`config.mk`:
```
export PLATFORM = sky130hd
export DESIGN_NAME = bit_serial_add
export DESIGN_NICKNAME = d
export VERILOG_FILES = /design/src/rtl/bit_serial_add_pkg.sv /design/src/rtl/full_add.sv /design/src/rtl/bit_serial_add.sv
export SDC_FILE = /design/constraint.sdc
export NUM_CORES = 1
export LEC_CHECK = 0
export CORE_MARGIN = 3
export CORE_UTILIZATION = 30
export CTS_CLUSTER_DIAMETER = 200
export DETAILED_ROUTE_END_ITERATION = 10
export GPL_TIMING_DRIVEN = 0
export PLACE_DENSITY = 0.61
export SLEW_MARGIN = 20
export SYNTH_ARGS = -nofsm -noshare
export SYNTH_HDL_FRONTEND = slang
export SYNTH_HIERARCHICAL = 1
export SYNTH_SLANG_ARGS = --single-unit
export TNS_END_PERCENT = 1
```
`constraint.sdc`:
```
create_clock -name clk_i -period 2.4 [get_ports clk_i]
set_clock_uncertainty 0.15 [all_clocks]
set_input_delay 0.24 -clock clk_i [delete_from_list [all_inputs] [get_ports clk_i]]
set_output_delay 0.24 -clock clk_i [all_outputs]
set_load 0.03 [all_outputs]
```
`src/rtl/bit_serial_add_pkg.sv`:
```
// Shared types and helpers for the bit-serial adder: FSM state encoding and
// the bit-index width calculation.
package bit_serial_add_pkg;

  typedef enum logic [1:0] {
    IDLE = 2'd0,
    BUSY = 2'd1,
    DONE = 2'd2
  } state_t;

  // Index must be at least one bit wide even when a single-bit operand is used.
  function automatic int idx_width(input int width);
    return (width > 1) ? $clog2(width) : 1;
  endfunction

endpackage : bit_serial_add_pkg

```
`src/rtl/full_add.sv`:
```
// Single-bit full adder cell shared by every bit position of the serial adder.
module full_add (
  input  logic a_i,
  input  logic b_i,
  input  logic carry_i,
  output logic sum_o,
  output logic carry_o
);

  assign sum_o   = a_i ^ b_i ^ carry_i;
  assign carry_o = (a_i & b_i) | (a_i & carry_i) | (b_i & carry_i);

endmodule : full_add

```
`src/rtl/bit_serial_add.sv`:
```
// Bit-serial adder: one full-adder cell processes the operands LSB first, one
// bit per cycle, with valid/ready handshakes on both the operand and result side.
module bit_serial_add
  import bit_serial_add_pkg::*;
#(
  parameter int width_p = 8
) (
  input  logic               clk_i,
  input  logic               reset_i,
  input  logic               valid_i,
  output logic               ready_o,
  input  logic [width_p-1:0] a_i,
  input  logic [width_p-1:0] b_i,
  input  logic               carry_i,
  output logic               valid_o,
  input  logic               ready_i,
  output logic [width_p-1:0] sum_o,
  output logic               carry_o
);

  localparam int IdxW = idx_width(width_p);
  localparam logic [IdxW-1:0] LastIdx = IdxW'(width_p - 1);

  state_t              state_q, state_d;
  logic [IdxW-1:0]     idx_q,   idx_d;
  logic [width_p-1:0]  a_q,     a_d;
  logic [width_p-1:0]  b_q,     b_d;
  logic [width_p-1:0]  sum_q,   sum_d;
  logic                carry_q, carry_d;

  logic fa_sum;
  logic fa_carry;

  full_add u_full_add (
    .a_i     (a_q[idx_q]),
    .b_i     (b_q[idx_q]),
    .carry_i (carry_q),
    .sum_o   (fa_sum),
    .carry_o (fa_carry)
  );

  always_comb begin
    // NOTE: every combinational output gets a default first so no path leaves a latch.
    state_d = state_q;
    idx_d   = idx_q;
    a_d     = a_q;
    b_d     = b_q;
    sum_d   = sum_q;
    carry_d = carry_q;
    ready_o = 1'b0;
    valid_o = 1'b0;

    unique case (state_q)
      IDLE: begin
        ready_o = 1'b1;
        if (valid_i) begin
          a_d     = a_i;
          b_d     = b_i;
          carry_d = carry_i;
          idx_d   = '0;
          state_d = BUSY;
        end
      end
      BUSY: begin
        sum_d[idx_q] = fa_sum;
        carry_d      = fa_carry;
        // The index parks at 0 after the last bit so it never runs past width_p-1.
        if (idx_q == LastIdx) begin
          idx_d   = '0;
          state_d = DONE;
        end else begin
          idx_d = idx_q + IdxW'(1);
        end
      end
      DONE: begin
        valid_o = 1'b1;
        if (ready_i) state_d = IDLE;
      end
      default: state_d = IDLE;
    endcase
  end

  // NOTE: sequential state uses non-blocking assignments; reset is synchronous and
  // clears every register, including the datapath, so outputs are deterministic.
  always_ff @(posedge clk_i) begin
    if (reset_i) begin
      state_q <= IDLE;
      idx_q   <= '0;
      a_q     <= '0;
      b_q     <= '0;
      sum_q   <= '0;
      carry_q <= 1'b0;
    end else begin
      state_q <= state_d;
      idx_q   <= idx_d;
      a_q     <= a_d;
      b_q     <= b_d;
      sum_q   <= sum_d;
      carry_q <= carry_d;
    end
  end

  assign sum_o   = sum_q;
  assign carry_o = carry_q;

endmodule : bit_serial_add
```
==> results.yml, run 1 <==
critical_path:
  cp.required_ps: 2450
  cp-end-kind: "register"
  cpLargestDelayFamily: "adder cells"
  cp_common_cell: "mux2i_1"
  r2r_cells: 7
  max_stage_delay_ps: 580
  r2r-start: "idx_q[1]"
  cp_cell_sequence: "buf_4, mux2i_1, o32ai_1, a211o_1, fa_1, nand2b_2, mux2i_1"
  crit_type: "register to register"
  worst-path-max-fanout: 10
  startpoint_type: "register"
  worstReg2RegEnd: "sum_o[4]"
  arrival_ps: 2310
  crit_slowest_cell: "fa_1"
  cp.buffers_inverters: 1
  rrSetupSlack_ps: 140
hold_path:
  min-delay-path-class: "register to register"
  hold_end: "b_q[1]"
  hp-start: "b_q[1]"
  hold_depth: 2
placement:
  post_dp_cell_area_um2: 1805
  globalplace.congestion: 0.7841
  hpwl_um: 2239
  pre_cts_ws_ps: -150.3
  port_buffers: 31
grt:
  grt_use_total: 0.1174
  globalRouteOverflowTotal: 0
  antenna_found_initial: 0
  grt_pass1_wl_um: 4981
  grt_start_max_net_pins: 11
  grt_pass1_vias: 1094
clock_network:
  postCtsHoldBufs: 0
  htree_levels: 2
  clkSlewWorstSetupHoldPaths_ps: 60
  cts_buffer_depth: 2
  cts_root_buf: "clkbuf_8"
  insertion_delay_ps: 270
  cts_tree: "built"
  cts_buffers: 5
  cts_sinks: 30
pwr:
  vdd_drop_max_mv: 0.2790
  p_per_area_nw_per_um2: 573.9
  p_leak_nw: 0.7581
timing:
  final.period_utilization: 0.9407
  fin_ws_ps: 142.3
  slew-limit-headroom: 0.6709
  period_minus_slack_ps: 2258
  setup_viol: 0
  finalSetupTns_ps: 0
  worst_pin_slew_ps: 493.6
  final-hold-violation-count: 0
  rsz0062_at_grt: "no"
  final_max_slew_viol_count: 0
  fmax_mhz: 442.9
die:
  die_area_um2: 5632
  coreArea_um2: 4474
  num_rows: 24
  io-pin-count: 32
  fp.dieH_um: 75.05
  die_x_um: 75.05
  initial_utilization: 0.3196
detailed_routing:
  drt_iter0_drc: 50
  vias: 1215
  finalWirelength_um: 3048
  viasPerCell: 4.765
  drc: 0
  drt_pass1_iterations: 4
  wl_per_cell_um: 11.95
  ant_nets: 0
logic_synthesis:
  synth_edf_count: 0
  synth_top_area_share: 0.4199
  synth_most_common_cell: "nand2_1"
  synth-async-reset-ratio: 0
  synth_top_area_cell: "dfxtp_1"
  ys.flop_type: "dfxtp_1"
  synthTopCellsByCount: "nand2_1 (36), dfxtp_1 (30), a21oi_1 (19)"
  syn_nets: 191
  yosysSeqAreaShare: 0.4199
  postSynthAreaPerCell_um2: 8.564
  ys_ff_latch: 30
  syn_inst: 167
  syn_area_um2: 1430
  yosys_warnings: 6
  yosys-top-cells-area: "dfxtp_1 (42%), nand2_1 (9.4%), mux2i_1 (8.4%), a21oi_1 (6.6%), nand2b_1 (3.9%)"
  yosys.cell_types.count: 32
status:
  status: "completed"
layout:
  synthToLayoutAreaGrowth_pct: 32.28
  diodes: 0
  design_area_um2: 1892
  layout-drive-gt1-share: 0.1084
  finalNetCount: 228
run:
  maxCapViolCount: 0
sequential cells by signal (all words and copies together) (netlist names):
name / flops
state_q: 2
b_q: 8
carry_o: 1
idx_q: 3
a_q: 8
sum_o: 8
worst max path at each step:
stage / from / end / slack, ps / depth (start not counted)
floorplan: idx_q[1] / sum_o[0] / 200 / 8
global placement: idx_q[0] / sum_o[5] / -120 / 7
detailed placement: idx_q[0] / sum_o[4] / -150 / 7
CTS: idx_q[1] / sum_o[4] / 20 / 7
global route: idx_q[1] / sum_o[5] / 0.3 / 7
finish: idx_q[1] / sum_o[4] / 140 / 7
cell usage in the layout, fill, tap and decap left out, types with 3 or more instances in the layout:
master           instances
nand3_1                  5
nor2b_1                  4
clkbuf_8                 6
nand4_1                  3
a22oi_1                  4
nand2b_1                 8
nand2_1                 36
inv_1                    5
a21oi_1                 19
dfxtp_1                 29
buf_2                    3
nor2_1                   9
clkdlybuf4s50_1         31
clkbuf_1                 3
mux2i_1                 12
where the power goes:
group          switching [W]  total [W]  internal [W]  leakage (nW)
sequential         0.0000131   0.000533      0.000520         0.246
combinational      0.0000800   0.000164     0.0000838         0.469
clock               0.000168   0.000389      0.000220        0.0431
total               0.000261    0.00109      0.000824         0.758
per-layer routing:
metal  GRT usage  share of wire  vias up
met5           0              0        -
met4     0.04941          0.021        0
met3     0.04673          0.056        8
met2      0.1683           0.44       32
met1      0.1557           0.48      543
li1            -              -      632
worst min-delay path, cell delays in order (launching register included):
cell and delay, ps:
dfxtp_1 310, nand2_1 50, a21oi_1 50
area by class of cell:
class / instances / area (um^2)
plain buffers: 12 / 83.83
clock buffers: 6 / 82.58
fillers: 451 / 2582
inverters: 5 / 18.77
multi-input cells: 119 / 729.5
flip-flops and latches: 30 / 601.8
well taps: 52 / 65.06
repair buffers: 31 / 310.3
logic make-up (layout without fill, tap and decap cells):
logic type | Yosys count | count (layout) | share of synthesized area
buffers and inverters | 18 | 54 | 0.07174
AOI/OAI and AO/OA | 29 | 29 | 0.1251
and+or+nand+nor | 73 | 73 | 0.2520
DFF | 30 | 30 | 0.4200
adders and majority gates | 3 | 3 | 0.03149
muxes | 14 | 14 | 0.09974
repair_timing:
item                                    CTS  global route
gates resized for setup                   1             4
gates cloned                              0             0
setup buffers                             0             0
endpoints found under the setup margin    8             8
per-stage QoR:
step / instances / total power [W] / util / hold slack [ps]
finish: 255 / 0.001086 / 0.4228 / 303.6
global route: 255 / 0.001136 / 0.4228 / 325.9
CTS: 255 / 0.001101 / 0.4214 / 305.8
detailed placement: 250 / 0.0007081 / 0.4035 / 297.0
global placement: 250 / 0.0007048 / 0.4035 / 293.7
floorplan: 167 / 0.0006397 / - / 226.0
Power figures use the tool's default switching activity.
==> run 2: changes to the inputs <==
- ABC_AREA: not set -> 1
- GPL_TIMING_DRIVEN: 0 -> not set
==> results.yml, run 2 <==
clock_network:
  clkSlewWorstSetupHoldPaths_ps: 60
  cts_sinks: 30
  cts_tree: "built"
  cts_buffers: 5
  post_cts_buffers: 0
  htree_levels: 2
  cts_resized: 0
  postCtsHoldBufs: 0
  cts_buffer_depth: 2
  insertion_delay_ps: 280
  cts_root_buf: "clkbuf_8"
placement:
  hpwl_um: 2248
  post_dp_cell_area_um2: 1794
  dpl.cell_count: 296
  globalplace.congestion: 0.8359
  port_buffers: 31
logic_synthesis:
  synth_most_common_cell: "nand2_1"
  synth_top_area_share: 0.4145
  synth-async-reset-ratio: 0
  ys.flop_type: "dfxtp_1"
  ys_ff_latch: 30
  syn_inst: 217
  synth_top_area_cell: "dfxtp_1"
  yosys_warnings: 6
  syn_area_um2: 1449
  postSynthAreaPerCell_um2: 6.677
  yosys.cell_types.count: 23
  synthTopCellsByCount: "nand2_1 (66), nor2_1 (61), dfxtp_1 (30)"
  yosys-top-cells-area: "dfxtp_1 (41%), nand2_1 (17%), nor2_1 (16%), o21ai_0 (4.1%), nand3_1 (2.4%)"
  synth_edf_count: 0
  yosysSeqAreaShare: 0.4145
  syn_nets: 241
critical_path:
  worstReg2RegEnd: "sum_o[0]"
  r2r-start: "idx_q[0]"
  cp-end-kind: "primary output"
  crit_start: "state_q[1]"
  r2r_cells: 12
  arrival_ps: 1640
  crit_type: "register to primary output"
  rrSetupSlack_ps: 400
  cp.required_ps: 2010
  endpoint: "valid_o"
  startpoint_type: "register"
  worst-path-max-fanout: 3
detailed_routing:
  drt_iter0_drc: 48
  vias: 1353
  dr_wl_met2_um: 1376
  wl_per_cell_um: 10.07
  dr.max_layer_used: "met4"
  dr_wl_met3_um: 131
  finalWirelength_um: 3061
  ant_nets: 0
  viasPerCell: 4.451
  drt_pass1_iterations: 4
  wl_met1_um: 1507
  drc: 0
timing:
  rsz0062_at_grt: "no"
  final-hold-violation-count: 0
  final.period_utilization: 0.8465
  worst_pin_slew_ps: 475.2
  setup_viol: 0
  finalSetupTns_ps: 0
  final_max_slew_viol_count: 0
  slew-limit-headroom: 0.6799
  period_minus_slack_ps: 2032
  fmax_mhz: 492.2
grt:
  grt_pass1_vias: 1239
  grt_pass1_wl_um: 5506
  grt_start_max_net_pins: 27
  globalRouteOverflowTotal: 0
  grt_use_total: 0.1255
  antenna_found_initial: 0
layout:
  design_area_um2: 1886
  synthToLayoutAreaGrowth_pct: 30.14
  diodes: 0
  layout_common_cells: "nand2_1 (66), nor2_1 (61), clkdlybuf4s50_1 (31)"
  final_common_cell: "nand2_1"
  layout-drive-gt1-share: 0.07540
  stdcell_count: 304
  finalNetCount: 275
pwr:
  sequentialPowerShare: 0.468
  p_per_area_nw_per_um2: 619.8
  power_switching_w: 0.0003218
  power_frac_clock: 0.357
  vdd_drop_max_mv: 0.2428
  p_leak_nw: 0.8292
  p_int_w: 0.0008469
  swShare: 0.2753
  p_comb_frac: 0.175
hold_path:
  min-delay-path-class: "register to register"
die:
  io-pin-count: 32
  fp.dieH_um: 75.50
  num_rows: 24
  coreArea_um2: 4504
  die_area_um2: 5700
  initial_utilization: 0.3217
  die_x_um: 75.50
run:
  maxCapViolCount: 0
status:
  status: "completed"
-- run 2: area by class of cell --
class,count,area (um^2)
clock buffers,7,86.33
fillers,493,2619
repair buffers,36,347.8
well taps,52,65.06
inverters,10,42.54
clock inverters,1,5.005
multi-input cells,168,738.2
flip-flops and latches,30,600.6
-- run 2: power groups by stage --
stage,clock network [W],registers [W],logic (W)
CTS,0.000430,0.000547,0.000209
detailed placement,0,0.000558,0.000208
floorplan,0,0.000561,0.000136
global route,0.000454,0.000550,0.000239
global placement,0,0.000557,0.000206
finish,0.000417,0.000547,0.000205
-- run 2: through the flow --
| step | hold slack [ps] | setup WS, ps | util | total power (W) |
|---|---|---|---|---|
| global route | 360.1 | 110.5 | 0.4186 | 0.001244 |
| detailed placement | 324.9 | 396.4 | 0.3983 | 0.0007661 |
| global placement | 314.4 | 421.4 | 0.3983 | 0.0007628 |
| finish | 331.1 | 368.3 | 0.4186 | 0.001169 |
| floorplan | 159.1 | 391.4 | - | 0.0006970 |
| CTS | 336.1 | 346.9 | 0.4186 | 0.001185 |
-- run 2: cells by family after synthesis --
logic type	synth area share
fa+ha+maj	0.03109
buf+inv	0.07598
simple gates	0.3938
flops	0.4145
compound gates	0.08463
-- run 2: critical path, stage by stage, from the launching register on --
cell             delay (ps)
dfxtp_1                 430
inv_1                   110
nor2_1                  130
clkdlybuf4s50_1         690
-- run 2: worst min path at each step --
stage	start	endpoint	slack [ps]	depth (start not counted)
floorplan	reset_i	idx_q[1]	160	1
global placement	b_q[7]	b_q[7]	310	2
detailed placement	a_q[7]	a_q[7]	320	2
CTS	sum_o[3]	sum_o[3]	340	2
global route	sum_o[2]	sum_o[2]	360	2
finish	sum_o[3]	sum_o[3]	330	2
-- run 2: layer usage --
layer,vias to the layer above,GRT usage
li1,738,-
met1,583,0.1604
met2,26,0.1956
met3,6,0.03958
met4,0,0.05243
met5,-,0
==> run 3: changes to the inputs <==
- clock period: 2.4 -> 1.6 ns (I/O delays scaled with it)
==> results.yml, run 3 (synthesized netlist as in run 2, its figures left out) <==
timing:
  whs_ps: 326.0
  final-hold-violation-count: 0
  fmax_mhz: 518.0
  final.period_utilization: 1.207
  worst_pin_slew_ps: 670.9
  final_max_slew_viol_count: 0
  rsz0062_at_grt: "yes"
  period_minus_slack_ps: 1931
  setup_viol: 10
  slew-limit-headroom: 0.5522
  fin_ws_ps: -330.6
detailed_routing:
  drt_iter0_drc: 29
  finalWirelength_um: 3013
  wl_per_cell_um: 9.565
  drt_pass1_iterations: 4
  vias: 1383
  drc: 0
  ant_nets: 0
  viasPerCell: 4.390
clock_network:
  clkSlewWorstSetupHoldPaths_ps: 60
  cts_tree: "built"
  cts_root_buf: "clkbuf_8"
  insertion_delay_ps: 280
  htree_levels: 2
  cts_buffers: 5
  cts_sinks: 30
  post_cts_buffers: 0
  postCtsHoldBufs: 0
  cts_buffer_depth: 2
hold_path:
  hold_end: "sum_o[1]"
  min-delay-path-class: "register to register"
  hold_depth: 2
  hp-start: "sum_o[1]"
placement:
  hpwl_um: 2307
  pre_cts_ws_ps: -331.4
  post_dp_cell_area_um2: 1876
  dpl.cell_count: 307
  port_buffers: 31
  globalplace.congestion: 0.8175
grt:
  antenna_found_initial: 0
  globalRouteOverflowTotal: 0
  grt_pass1_wl_um: 5299
  grt_use_total: 0.1217
  grt_pass1_vias: 1252
  grt_start_max_net_pins: 27
die:
  die_x_um: 75.50
  fp.dieH_um: 75.50
  coreArea_um2: 4504
  io-pin-count: 32
  die_area_um2: 5700
  num_rows: 24
  initial_utilization: 0.3217
layout:
  finalNetCount: 286
  layout-drive-gt1-share: 0.1483
  diodes: 0
  synthToLayoutAreaGrowth_pct: 41.36
  ff_latch_area_um2: 604.3
  layout_common_cells: "nand2_1 (62), nor2_1 (60), dfxtp_1 (29)"
  stdcell_count: 315
  utilization: 0.4547
  fillers: 500
  design_area_um2: 2048
  multi_input_area_um2: 750.7
  final_common_cell: "nand2_1"
critical_path:
  startpoint_type: "register"
  rrSetupSlack_ps: -330
  cp.required_ps: 1620
  r2r-start: "idx_q[0]"
  cp-end-kind: "register"
  arrival_ps: 1950
  r2r_cells: 12
  worstReg2RegEnd: "sum_o[0]"
  crit_start: "idx_q[0]"
  worst-path-max-fanout: 8
  crit_type: "register to register"
status:
  status: "complete, but fails checks"
  violations: "negative setup slack"
pwr:
  vdd_drop_max_mv: 0.4247
  p_leak_nw: 1.008
  p_per_area_nw_per_um2: 1025
run:
  maxCapViolCount: 0
run 3: changes by cell type in the layout (fill, tap and decap cells not counted), sizes merged:
cell / before / now
clkbuf: 7 / 6
clkdlybuf4s50: 31 / 20
clkinv: 1 / 0
dlygate4sd2: 0 / 6
bufinv: 0 / 2
dlymetal6s2s: 0 / 4
buf: 5 / 17
run 3: power by group:
| part | internal (W) | switching [W] | total, W |
|---|---|---|---|
| logic | 0.000151 | 0.000179 | 0.000329 |
| clock network | 0.000664 | 0.000281 | 0.000945 |
| registers | 0.000793 | 0.0000318 | 0.000825 |
| total | 0.00161 | 0.000492 | 0.00210 |
run 3: routing by layer:
layer	global-route usage	vias to the layer above	wire (um)
li1	-	764	-
met1	0.1475	589	1458
met2	0.1975	23	1356
met3	0.03562	7	140
met4	0.05825	0	57
met5	0	-	0
run 3: final cells by class:
| cell class | count | share of cell area |
|---|---|---|
| multi-input combinational | 168 | 0.3665 |
| clock inverter | 2 | 0.02932 |
| tap | 52 | 0.03177 |
| sequential | 30 | 0.2951 |
| inverter | 10 | 0.02321 |
| timing repair buffer | 47 | 0.2138 |
| clock buffer | 6 | 0.04032 |
run 3: worst max-delay path by stage:
stage / cells past startpoint / end
2_1_floorplan: 14 / sum_o[0]
3_5_place_dp: 12 / sum_o[0]
4_1_cts: 12 / sum_o[0]
6_report: 12 / sum_o[0]
5_1_grt: 12 / sum_o[0]
3_3_place_gp: 12 / sum_o[0]
run 3: critical path, stage by stage, from the launching register on:
cell and delay (ps):
dfxtp_4 380, buf_6 130, nand2_1 50, nand2_1 50, nand2_1 50, nand2_1 40, nand2_1 60, nand2_2 60
fa_1 480, inv_2 130, nand4_1 100, nand2_1 80, nor2_1 50
run 3: stage by stage:
step / TNS, ps / total power (W)
6_report: -2495 / 0.002099
5_1_grt: -3971 / 0.002200
4_1_cts: -2555 / 0.002119
3_5_place_dp: -3239 / 0.001170
3_3_place_gp: -2652 / 0.001166
2_1_floorplan: -2433 / 0.001052
run 3: timing repair:
| action | in CTS | in global routing |
|---|---|---|
| pin swaps | 6 | 12 |
| gates resized for setup | 9 | 11 |
| setup endpoints to repair | 16 | 16 |
